<file path="src/rtl/cpu_bus_pkg.sv">
// Shared identifiers for the BRAM port arbiter: requester ids, owner encoding,
// lock FSM state encoding and a small one-hot helper.
package cpu_bus_pkg;

  localparam int         NUM_REQ    = 3;
  localparam logic [1:0] REQ_FETCH  = 2'd0;
  localparam logic [1:0] REQ_DATA   = 2'd1;
  localparam logic [1:0] REQ_PERIPH = 2'd2;
  localparam logic [1:0] OWNER_NONE = 2'd3;

  typedef enum logic {
    LK_UNLOCKED = 1'b0,
    LK_LOCKED   = 1'b1
  } lock_state_e;

  // OWNER_NONE maps to an empty mask so it can never select a requester.
  function automatic logic [2:0] id_to_onehot(input logic [1:0] id);
    logic [2:0] oh;
    case (id)
      REQ_FETCH:  oh = 3'b001;
      REQ_DATA:   oh = 3'b010;
      REQ_PERIPH: oh = 3'b100;
      default:    oh = 3'b000;
    endcase
    return oh;
  endfunction

endpackage

</file>
<file path="src/rtl/bram_port_arbiter_rr_pick3.sv">
// Combinational three-way round-robin picker: scans from ptr+1 (mod 3) and
// returns the first eligible id; any_o is low when nothing is eligible.
module rr_pick3 (
  input  logic [2:0] eligible_i,
  input  logic [1:0] ptr_i,
  output logic [1:0] win_o,
  output logic       any_o
);

  logic [1:0] first_id;
  logic [1:0] second_id;
  logic [1:0] third_id;

  // ptr 3 never occurs; it falls into the same order as ptr 2.
  always_comb begin
    case (ptr_i)
      2'd0: begin
        first_id  = 2'd1;
        second_id = 2'd2;
        third_id  = 2'd0;
      end
      2'd1: begin
        first_id  = 2'd2;
        second_id = 2'd0;
        third_id  = 2'd1;
      end
      default: begin
        first_id  = 2'd0;
        second_id = 2'd1;
        third_id  = 2'd2;
      end
    endcase
  end

  always_comb begin
    any_o = |eligible_i;
    if (eligible_i[first_id]) begin
      win_o = first_id;
    end else if (eligible_i[second_id]) begin
      win_o = second_id;
    end else begin
      win_o = third_id;
    end
  end

endmodule

</file>
<file path="src/rtl/bram_port_arbiter.sv">
// Shares BRAM port A among fetch, load/store and peripheral requesters with
// round-robin arbitration, a bounded ownership lock and routed read data.
module bram_port_arbiter
  import cpu_bus_pkg::*;
#(
  parameter int ADDR_W   = 16,
  parameter int DATA_W   = 16,
  parameter int LOCK_MAX = 8
) (
  input  logic                  clk,
  input  logic                  reset,
  input  logic [2:0]            req,
  input  logic [2:0]            req_we,
  input  logic [2:0]            req_lock,
  input  logic [3*ADDR_W-1:0]   req_addr,
  input  logic [3*DATA_W-1:0]   req_wdata,
  output logic [2:0]            gnt,
  output logic [2:0]            rvalid,
  output logic [DATA_W-1:0]     rdata,
  output logic [ADDR_W-1:0]     bram_addr,
  output logic [DATA_W-1:0]     bram_wdata,
  output logic                  bram_we,
  input  logic [DATA_W-1:0]     bram_q,
  output logic [1:0]            owner
);

  localparam int CNT_W = $clog2(LOCK_MAX + 1);

  lock_state_e       state_q, state_d;
  logic [1:0]        lock_id_q, lock_id_d;
  logic [CNT_W-1:0]  lock_cnt_q, lock_cnt_d;
  logic [1:0]        rr_ptr_q, rr_ptr_d;
  logic              no_relock_q, no_relock_d;

  logic [ADDR_W-1:0] bram_addr_q;
  logic [DATA_W-1:0] bram_wdata_q;
  logic              bram_we_q;
  logic              tag1_vld_q, tag2_vld_q;
  logic [1:0]        tag1_id_q, tag2_id_q;

  logic [2:0]        eligible;
  logic [1:0]        win;
  logic [2:0]        win_oh;
  logic              any_req;
  logic              accept;
  logic              win_we;
  logic              win_lock;
  logic              owner_lock;
  logic [ADDR_W-1:0] win_addr;
  logic [DATA_W-1:0] win_wdata;

  // While locked, only the owner may compete, even when it is idle.
  assign eligible = (state_q == LK_LOCKED) ? (req & id_to_onehot(lock_id_q)) : req;

  rr_pick3 u_pick (
    .eligible_i (eligible),
    .ptr_i      (rr_ptr_q),
    .win_o      (win),
    .any_o      (any_req)
  );

  assign accept     = any_req & reset;
  assign win_oh     = id_to_onehot(win);
  assign win_we     = |(req_we & win_oh);
  assign win_lock   = |(req_lock & win_oh);
  assign owner_lock = |(req_lock & id_to_onehot(lock_id_q));
  assign win_addr   = req_addr[int'(win)*ADDR_W +: ADDR_W];
  assign win_wdata  = req_wdata[int'(win)*DATA_W +: DATA_W];

  always_ff @(posedge clk or negedge reset) begin
    if (!reset) begin
      state_q     <= LK_UNLOCKED;
      lock_id_q   <= OWNER_NONE;
      lock_cnt_q  <= '0;
      rr_ptr_q    <= REQ_PERIPH;
      no_relock_q <= 1'b0;
    end else begin
      state_q     <= state_d;
      lock_id_q   <= lock_id_d;
      lock_cnt_q  <= lock_cnt_d;
      rr_ptr_q    <= rr_ptr_d;
      no_relock_q <= no_relock_d;
    end
  end

  // After a forced release rr_ptr_q still names the old owner until the next
  // accept, so it doubles as the id barred from re-locking for that round.
  always_comb begin
    state_d     = state_q;
    lock_id_d   = lock_id_q;
    lock_cnt_d  = lock_cnt_q;
    rr_ptr_d    = rr_ptr_q;
    no_relock_d = no_relock_q;
    if (accept) begin
      rr_ptr_d    = win;
      no_relock_d = 1'b0;
    end
    case (state_q)
      LK_UNLOCKED: begin
        if (accept && win_lock && !(no_relock_q && (win == rr_ptr_q))) begin
          state_d    = LK_LOCKED;
          lock_id_d  = win;
          lock_cnt_d = CNT_W'(1);
        end
      end
      LK_LOCKED: begin
        if (!owner_lock || (lock_cnt_q == CNT_W'(LOCK_MAX))) begin
          state_d     = LK_UNLOCKED;
          lock_id_d   = OWNER_NONE;
          lock_cnt_d  = '0;
          rr_ptr_d    = lock_id_q;
          no_relock_d = owner_lock;
        end else begin
          lock_cnt_d = lock_cnt_q + CNT_W'(1);
        end
      end
      default: begin
        state_d = LK_UNLOCKED;
      end
    endcase
  end

  always_comb begin
    gnt    = accept ? win_oh : 3'b000;
    owner  = (state_q == LK_LOCKED) ? lock_id_q : OWNER_NONE;
    rvalid = tag2_vld_q ? id_to_onehot(tag2_id_q) : 3'b000;
    rdata  = tag2_vld_q ? bram_q : '0;
  end

  // Issue registers hold the last address when idle; the tag pipe lines up
  // with the BRAM's one-cycle read latency.
  always_ff @(posedge clk or negedge reset) begin
    if (!reset) begin
      bram_addr_q  <= '0;
      bram_wdata_q <= '0;
      bram_we_q    <= 1'b0;
      tag1_vld_q   <= 1'b0;
      tag1_id_q    <= 2'd0;
      tag2_vld_q   <= 1'b0;
      tag2_id_q    <= 2'd0;
    end else begin
      bram_we_q  <= accept & win_we;
      tag1_vld_q <= accept & ~win_we;
      tag2_vld_q <= tag1_vld_q;
      tag2_id_q  <= tag1_id_q;
      if (accept) begin
        bram_addr_q  <= win_addr;
        bram_wdata_q <= win_wdata;
        tag1_id_q    <= win;
      end
    end
  end

  assign bram_addr  = bram_addr_q;
  assign bram_wdata = bram_wdata_q;
  assign bram_we    = bram_we_q;

endmodule

</file>
<file path="config.mk">
export PLATFORM = sky130hd
export DESIGN_NAME = bram_port_arbiter
export DESIGN_NICKNAME = d
export VERILOG_FILES = /design/src/rtl/cpu_bus_pkg.sv /design/src/rtl/bram_port_arbiter_rr_pick3.sv /design/src/rtl/bram_port_arbiter.sv
export SDC_FILE = /design/constraint.sdc
export NUM_CORES = 1
export LEC_CHECK = 0
export CAP_MARGIN = 20
export CORE_MARGIN = 10
export CORE_UTILIZATION = 34
export CTS_BUF_LIST = sky130_fd_sc_hd__clkbuf_2
export DETAILED_ROUTE_END_ITERATION = 8
export PLACE_DENSITY_LB_ADDON = 0.05
export SLEW_MARGIN = 20
export SYNTH_ARGS = -nofsm -noshare
export SYNTH_HDL_FRONTEND = slang
export SYNTH_SLANG_ARGS = --single-unit
</file>
<file path="constraint.sdc">
create_clock -name clk -period 2.7 [get_ports clk]
set_input_delay 0.675 -clock clk [delete_from_list [all_inputs] [get_ports clk]]
set_output_delay 0.675 -clock clk [all_outputs]
set_load 0.03 [all_outputs]
</file>
=== Word-level counts from Yosys, hierarchy flattened ===
Index checks and enable logic that the tools add are counted.

* Input bits: 123
* Memory bits (read-only): 0
* Memories kept: 0
* Register bits: 49
* Latch bits: 0
* RAM bits: 0
* Output and inout bits: 57
* Logic and storage cells: 84

* Equality and inequality tests: 11
* Mux-type cells: 32
* Bitwise logic cells: 9
* Multiply operators: 0
* Divide/modulo/power cells: 0
* Shifts and indexed selects: 2
* $add $sub $neg: 1
* Reduce and logical (&&, ||, !) cells: 15
* $lt $le $gt $ge: 2

{| class="wikitable"
|+ Operators with widths
! cell !! count
|-
| 48-bit by 7-bit variable part select with 16-bit output || 2
|-
| 3-bit one-hot mux with 3 select lines || 3
|-
| 16-bit 2-to-1 mux || 1
|-
| 2-bit 2-to-1 mux || 8
|-
| 2-bit one-hot mux with 2 select lines || 4
|-
| 3-bit bitwise AND || 4
|-
| 3-bit OR reduction || 4
|-
| 3-bit 2-to-1 mux || 3
|-
| 2-bit by 1-bit == test with 1-bit output, second input constant || 4
|-
| 2-bit logical NOT || 4
|-
| 4-bit 2-to-1 mux || 2
|-
| 4-bit one-hot mux with 2 select lines || 1
|-
| 1-bit 2-to-1 mux || 7
|-
| 2-bit == test, second input constant || 3
|-
| 2-bit by 3-bit < comparator with 1-bit output, second input constant || 2
|-
| 4-bit by 1-bit adder with 4-bit output, second input constant || 1
|-
| 1-bit binary-select mux with 2-bit select || 2
|-
| 4-bit == test, second input constant || 1
|-
| 1-bit bitwise AND || 3
|-
| 1-bit logical AND || 3
|-
| 2-bit == test || 1
|-
| 1-bit logical NOT || 2
|-
| 2-bit by 1-bit inequality test with 1-bit output, second input constant || 1
|-
| 2-bit inequality test, second input constant || 1
|-
| 4 further kinds || 5
|}

=== Longest topological paths before layout ===
* Word-level depth: 16
* Gate-level depth with buffers: 9

=== Cells and area by module ===
Synthesis repeated with hierarchy kept, for this count alone.

* Cells, all modules: 334
* Area, all modules: 2875.3 µm²

{| class="wikitable"
|+ By module, submodules not included
! module !! seq. area each (µm²) !! times used !! area each (µm²) !! cells each
|-
| bram_port_arbiter || 1229.9 || 1 || 2821.5 || 324
|-
| rr_pick3 || 0.0 || 1 || 53.8 || 10
|}

=== Least setup slack after synthesis ===
No wires, ideal clock.

* Path kind: input port to output port
* Start: in req[0]
* End: out gnt[0]
* Arrival time: 2.303 ns
* Buffers on the path: 2
* Slack: -0.278 ns
* Data required time: 2.025 ns
* Stages on the path: 6
* Path through: clkbuf_1 -> mux2_2 -> a221o_1 -> o311ai_1 -> nor3_1 -> clkbuf_1

* Word-level cells in the longest chain between the ends: 9
* Elaborated cells on any way between the ends: 15
* Classes of those cells: eq/ne (2); mux (9); bitwise (2); reduce/logical (2)

{| class="wikitable"
|+ RTL lines
! element !! line !! RTL
|-
| start, declared || bram_port_arbiter.sv:12 || <nowiki>input logic [2:0] req,</nowiki>
|-
| 3-bit bitwise AND || bram_port_arbiter.sv:53 || <nowiki>assign eligible = (state_q == LK_LOCKED) ? (req & id_to_onehot(lock_id_q)) : req;</nowiki>
|-
| 3-bit 2-to-1 mux (*) || bram_port_arbiter.sv:53 ||
|-
| 1-bit binary-select mux with 2-bit select || bram_port_arbiter_rr_pick3.sv:39 || <nowiki>end else if (eligible_i[second_id]) begin</nowiki>
|-
| 1-bit 2-to-1 mux (not written as such) || bram_port_arbiter_rr_pick3.sv:39 ||
|-
| 2-bit 2-to-1 mux || bram_port_arbiter_rr_pick3.sv:39 ||
|-
| 2-bit 2-to-1 mux || bram_port_arbiter_rr_pick3.sv:37 || <nowiki>if (eligible_i[first_id]) begin</nowiki>
|-
| 2-bit == test, or another cell as far along || cpu_bus_pkg.sv:19 || <nowiki>case (id)</nowiki>
|-
| 3-bit one-hot mux with 3 select lines || cpu_bus_pkg.sv:19 ||
|-
| 3-bit 2-to-1 mux (*) || bram_port_arbiter.sv:124 || <nowiki>gnt = accept ? win_oh : 3'b000;</nowiki>
|-
| end, declared || bram_port_arbiter.sv:17 || <nowiki>output logic [2:0] gnt,</nowiki>
|}

Mark *: on every way between the ends. The rest lies on a longest branch, timed or not. The select of a mux whose other input is x is not followed.

=== Worst setup path after layout ===
* Start: reg lock_id_q[0]
* End: out gnt[0]

* Word-level cells in the longest chain between the ends: 11
* Elaborated cells on any way between the ends: 19
* Classes of those cells: eq/ne (4); mux (10); bitwise (2); reduce/logical (3)

{| class="wikitable"
|+ RTL lines
! element !! line !! RTL
|-
| start, declared || bram_port_arbiter.sv:30 || <nowiki>logic [1:0] lock_id_q, lock_id_d;</nowiki>
|-
| start signal, assigned || bram_port_arbiter.sv:79 || <nowiki>lock_id_q <= lock_id_d;</nowiki>
|-
| 2-bit == test, or another cell as far along || cpu_bus_pkg.sv:19 ||
|-
| 3-bit one-hot mux with 3 select lines (*) || cpu_bus_pkg.sv:19 ||
|-
| 3-bit bitwise AND (*) || bram_port_arbiter.sv:53 ||
|-
| 3-bit 2-to-1 mux (*) || bram_port_arbiter.sv:53 ||
|-
| 1-bit binary-select mux with 2-bit select || bram_port_arbiter_rr_pick3.sv:39 ||
|-
| 1-bit 2-to-1 mux (not written as such) || bram_port_arbiter_rr_pick3.sv:39 ||
|-
| 2-bit 2-to-1 mux || bram_port_arbiter_rr_pick3.sv:39 ||
|-
| 2-bit 2-to-1 mux || bram_port_arbiter_rr_pick3.sv:37 ||
|-
| 2-bit == test, or another cell as far along || cpu_bus_pkg.sv:19 ||
|-
| 3-bit one-hot mux with 3 select lines || cpu_bus_pkg.sv:19 ||
|-
| 3-bit 2-to-1 mux (*) || bram_port_arbiter.sv:124 ||
|}

Marked as above.

==> results.sh <==
export IMPL_rsz0062_at_grt="yes"
export IMPL_period_needed_ns=2.97
export IMPL_post_dp_hpwl_mm=8.64
export IMPL_fillCellCount=680
export IMPL_crit_start="lock_id_q[0]"
export IMPL_fmax_ghz=0.337
export IMPL_fin_ws_ns=-0.270
export IMPL_grt_pass1_vias=3097
export IMPL_synth_ff_type="dfrtp_1"
export IMPL_dieArea_um2=12000
export IMPL_portBuffers=179
export IMPL_insertion_delay_ns=0.41
export IMPL_grt_pass1_wl_mm=16.2
export IMPL_final_common_cell="clkdlybuf4s50_1"
export IMPL_reg2reg_slack_ns=0.08
export IMPL_violations="negative setup slack"
export IMPL_syn_nets=417
export IMPL_setup_viol=3
export IMPL_coreArea_um2=7770
export IMPL_finalMaxSlewViolations=0
export IMPL_die_x_um=110
export IMPL_cts_made_buffers=5
export IMPL_start_util=0.353
export IMPL_synth_avg_cell_area_um2=9.38
export IMPL_diodes=0
export IMPL_synth_area_leaders="dfrtp_1 42%, a221o_1 8.8%, a22oi_1 6.0%"
export IMPL_skew_ns=0.0213
export IMPL_worst_setup_path_type="flip-flop to primary output"
export IMPL_stdcell_count=588
export IMPL_ys_warn_count=0
export IMPL_vias=3013
export IMPL_pre_cts_ws_ns=-0.480
export IMPL_worstSetupStartpointType="flip-flop"
export IMPL_max_cap_violations=0
export IMPL_critPathMaxStageDelay_ns=0.67
export IMPL_htree_levels=2
export IMPL_crit_buf_inv=2
export IMPL_cp_cell_sequence="nand2b_4 -> a211o_1 -> a221o_1 -> nor3_2 -> buf_4 -> buf_6"
export IMPL_antenna_left=0
export IMPL_viasPerCell=5.12
export IMPL_die_h_um=110
export IMPL_status="finished, violations left"
export IMPL_p_leak_nw=2.06
export IMPL_power_density_nw_per_um2=1040
export IMPL_hp_class="input port to async pin"
export IMPL_drive_above_1_share=0.117
export IMPL_critPathTopFamily="flip-flops"
export IMPL_ios=180
export IMPL_worst_slew_pin_slew_ns=0.577
export IMPL_grt_usage=0.168
export IMPL_synth_top_cell_area_share=0.420
export IMPL_irDropWorstVdd_mv=0.573
export IMPL_area_growth_pct=79.1
export IMPL_path_max_fanout=6
export IMPL_dp_cells=573
export IMPL_totalWireLength_mm=10.6
export IMPL_wl_per_cell_um=18.1
export IMPL_antenna_found_initial=0
export IMPL_cts_tree="yes"
export IMPL_timing_final_crit_share=1.10
export IMPL_cts_clk_slew_worst_paths_ns=0.23
export IMPL_synth_largest_area_cell="dfrtp_1"
export IMPL_drt_iter0_drc=152
export IMPL_synth_distinct_cells=46
export IMPL_drc_errors=0
export IMPL_grt_overflow=0
export IMPL_syn_inst=292
export IMPL_cpMaxStageDelayCell="dfstp_2"
export IMPL_root_buffer="clkbuf_2"
export IMPL_firstDrtPassIters=4
export IMPL_reg2reg_from="lock_id_q[0]"
export IMPL_worstSetupEndpointType="primary output"
export IMPL_synth_area_um2=2740
export IMPL_cts_buffer_depth=2
export IMPL_final_cell_mix="171 x clkdlybuf4s50_1, 44 x dfrtp_1, 30 x nor2_1"
export IMPL_async_flop_share=1.00
export IMPL_worstPathRequired_ns=2.03
export IMPL_final_util=0.631
export IMPL_synth_edf_count=0
export IMPL_ys_seq_area_frac=0.449
export IMPL_gp_congestion=0.847
export IMPL_grt_max_degree=72
export IMPL_clock_sinks=49
export IMPL_nNetsFinal=610
export IMPL_finalHoldViolations=0
export IMPL_ys_seq_elements=49
export IMPL_std_cell_rows=32
export IMPL_slew_headroom=0.611
export IMPL_arrival_ns=2.30
[final cells by class]
class,instances,area [um^2],share of cell area
Inverter,11,41.3,0.00842
Sequential cell,49,1230,0.251
Multi-Input combinational cell,208,1420,0.289
Timing Repair Buffer,210,2050,0.418
Clock buffer,5,25.0,0.00510
Tap cell,102,128,0.0260
Clock inverter,3,12.5,0.00255
[routing by layer]
layer / global-route usage / wire, um
met1: 0.198 / 4350
met2: 0.281 / 5010
met3: 0.0644 / 1140
met4: 0.0400 / 123
met5: 0 / 0
[cell usage after synthesis, types with 2 or more instances]
master and instances:
dfrtp_1 46, a21oi_1 16, mux2i_1 2, dfstp_2 3, inv_1 11, a211o_1 3, a22oi_1 22, a221o_1 24
nor2b_1 3, nand2_1 24, o21ai_0 17, ha_1 2, a31oi_1 3, nor2_1 31, buf_2 4, clkbuf_1 18
a22o_1 12, and2_1 20, o311a_1 2, o211ai_1 3
[state kept, by name, summed over array words and instances (netlist names)]
register     count
no_relock_q      1
lock_id_q        2
tag2_id_q        2
tag2_vld_q       1
bram_we          1
bram_wdata      16
tag1_id_q        2
bram_addr       16
state_q          1
tag1_vld_q       1
rr_ptr_q         2
lock_cnt_q       4
[worst paths after layout]
path,cells after the start,end
max in group asynchronous,2,tag2_vld_q
max,6,gnt[0]
min reg2reg,0,tag2_vld_q
max reg2reg,8,lock_id_q[1]
min,1,lock_id_q[1]
min in group clk,0,tag2_vld_q
[kinds of logic (layout without fill, tap and decap cells)]
| family | after synthesis | count (layout) | synth area share |
|---|---|---|---|
| mux | 3 | 3 | 0.0114 |
| compound gates | 115 | 115 | 0.322 |
| flops | 49 | 49 | 0.449 |
| fa+ha+maj | 2 | 2 | 0.00914 |
| simple gates | 88 | 88 | 0.156 |
| buf+inv | 35 | 229 | 0.0525 |
[through the flow]
step | instance area [um^2] | setup TNS (ns) | hold slack, ns | power (W)
floorplan | 2750 | -0.0192 | 0.331 | 0.00332
global placement | 4780 | -13.82 | 0.336 | 0.00470
detailed placement | 4780 | -16.49 | 0.335 | 0.00475
CTS | 4880 | -0.848 | 0.217 | 0.00513
global route | 4900 | -1.08 | 0.187 | 0.00547
finish | 4900 | -0.709 | 0.241 | 0.00509
[power by group]
group	internal, W	leakage, nW	switching, W
registers	0.00108	0.601	0.000251
logic	0.00161	1.44	0.00186
clock network	0.0000569	0.0278	0.000227
total	0.00275	2.06	0.00234
[what timing repair did]
| item | CTS | global route |
|---|---|---|
| setup endpoints to repair | 4 | 37 |
| pin swaps | 4 | 7 |
| hold buffers | 0 | 0 |
| buffers inserted | 6 | 1 |
| resized for setup | 9 | 6 |
(Power assumes the default switching activity.)
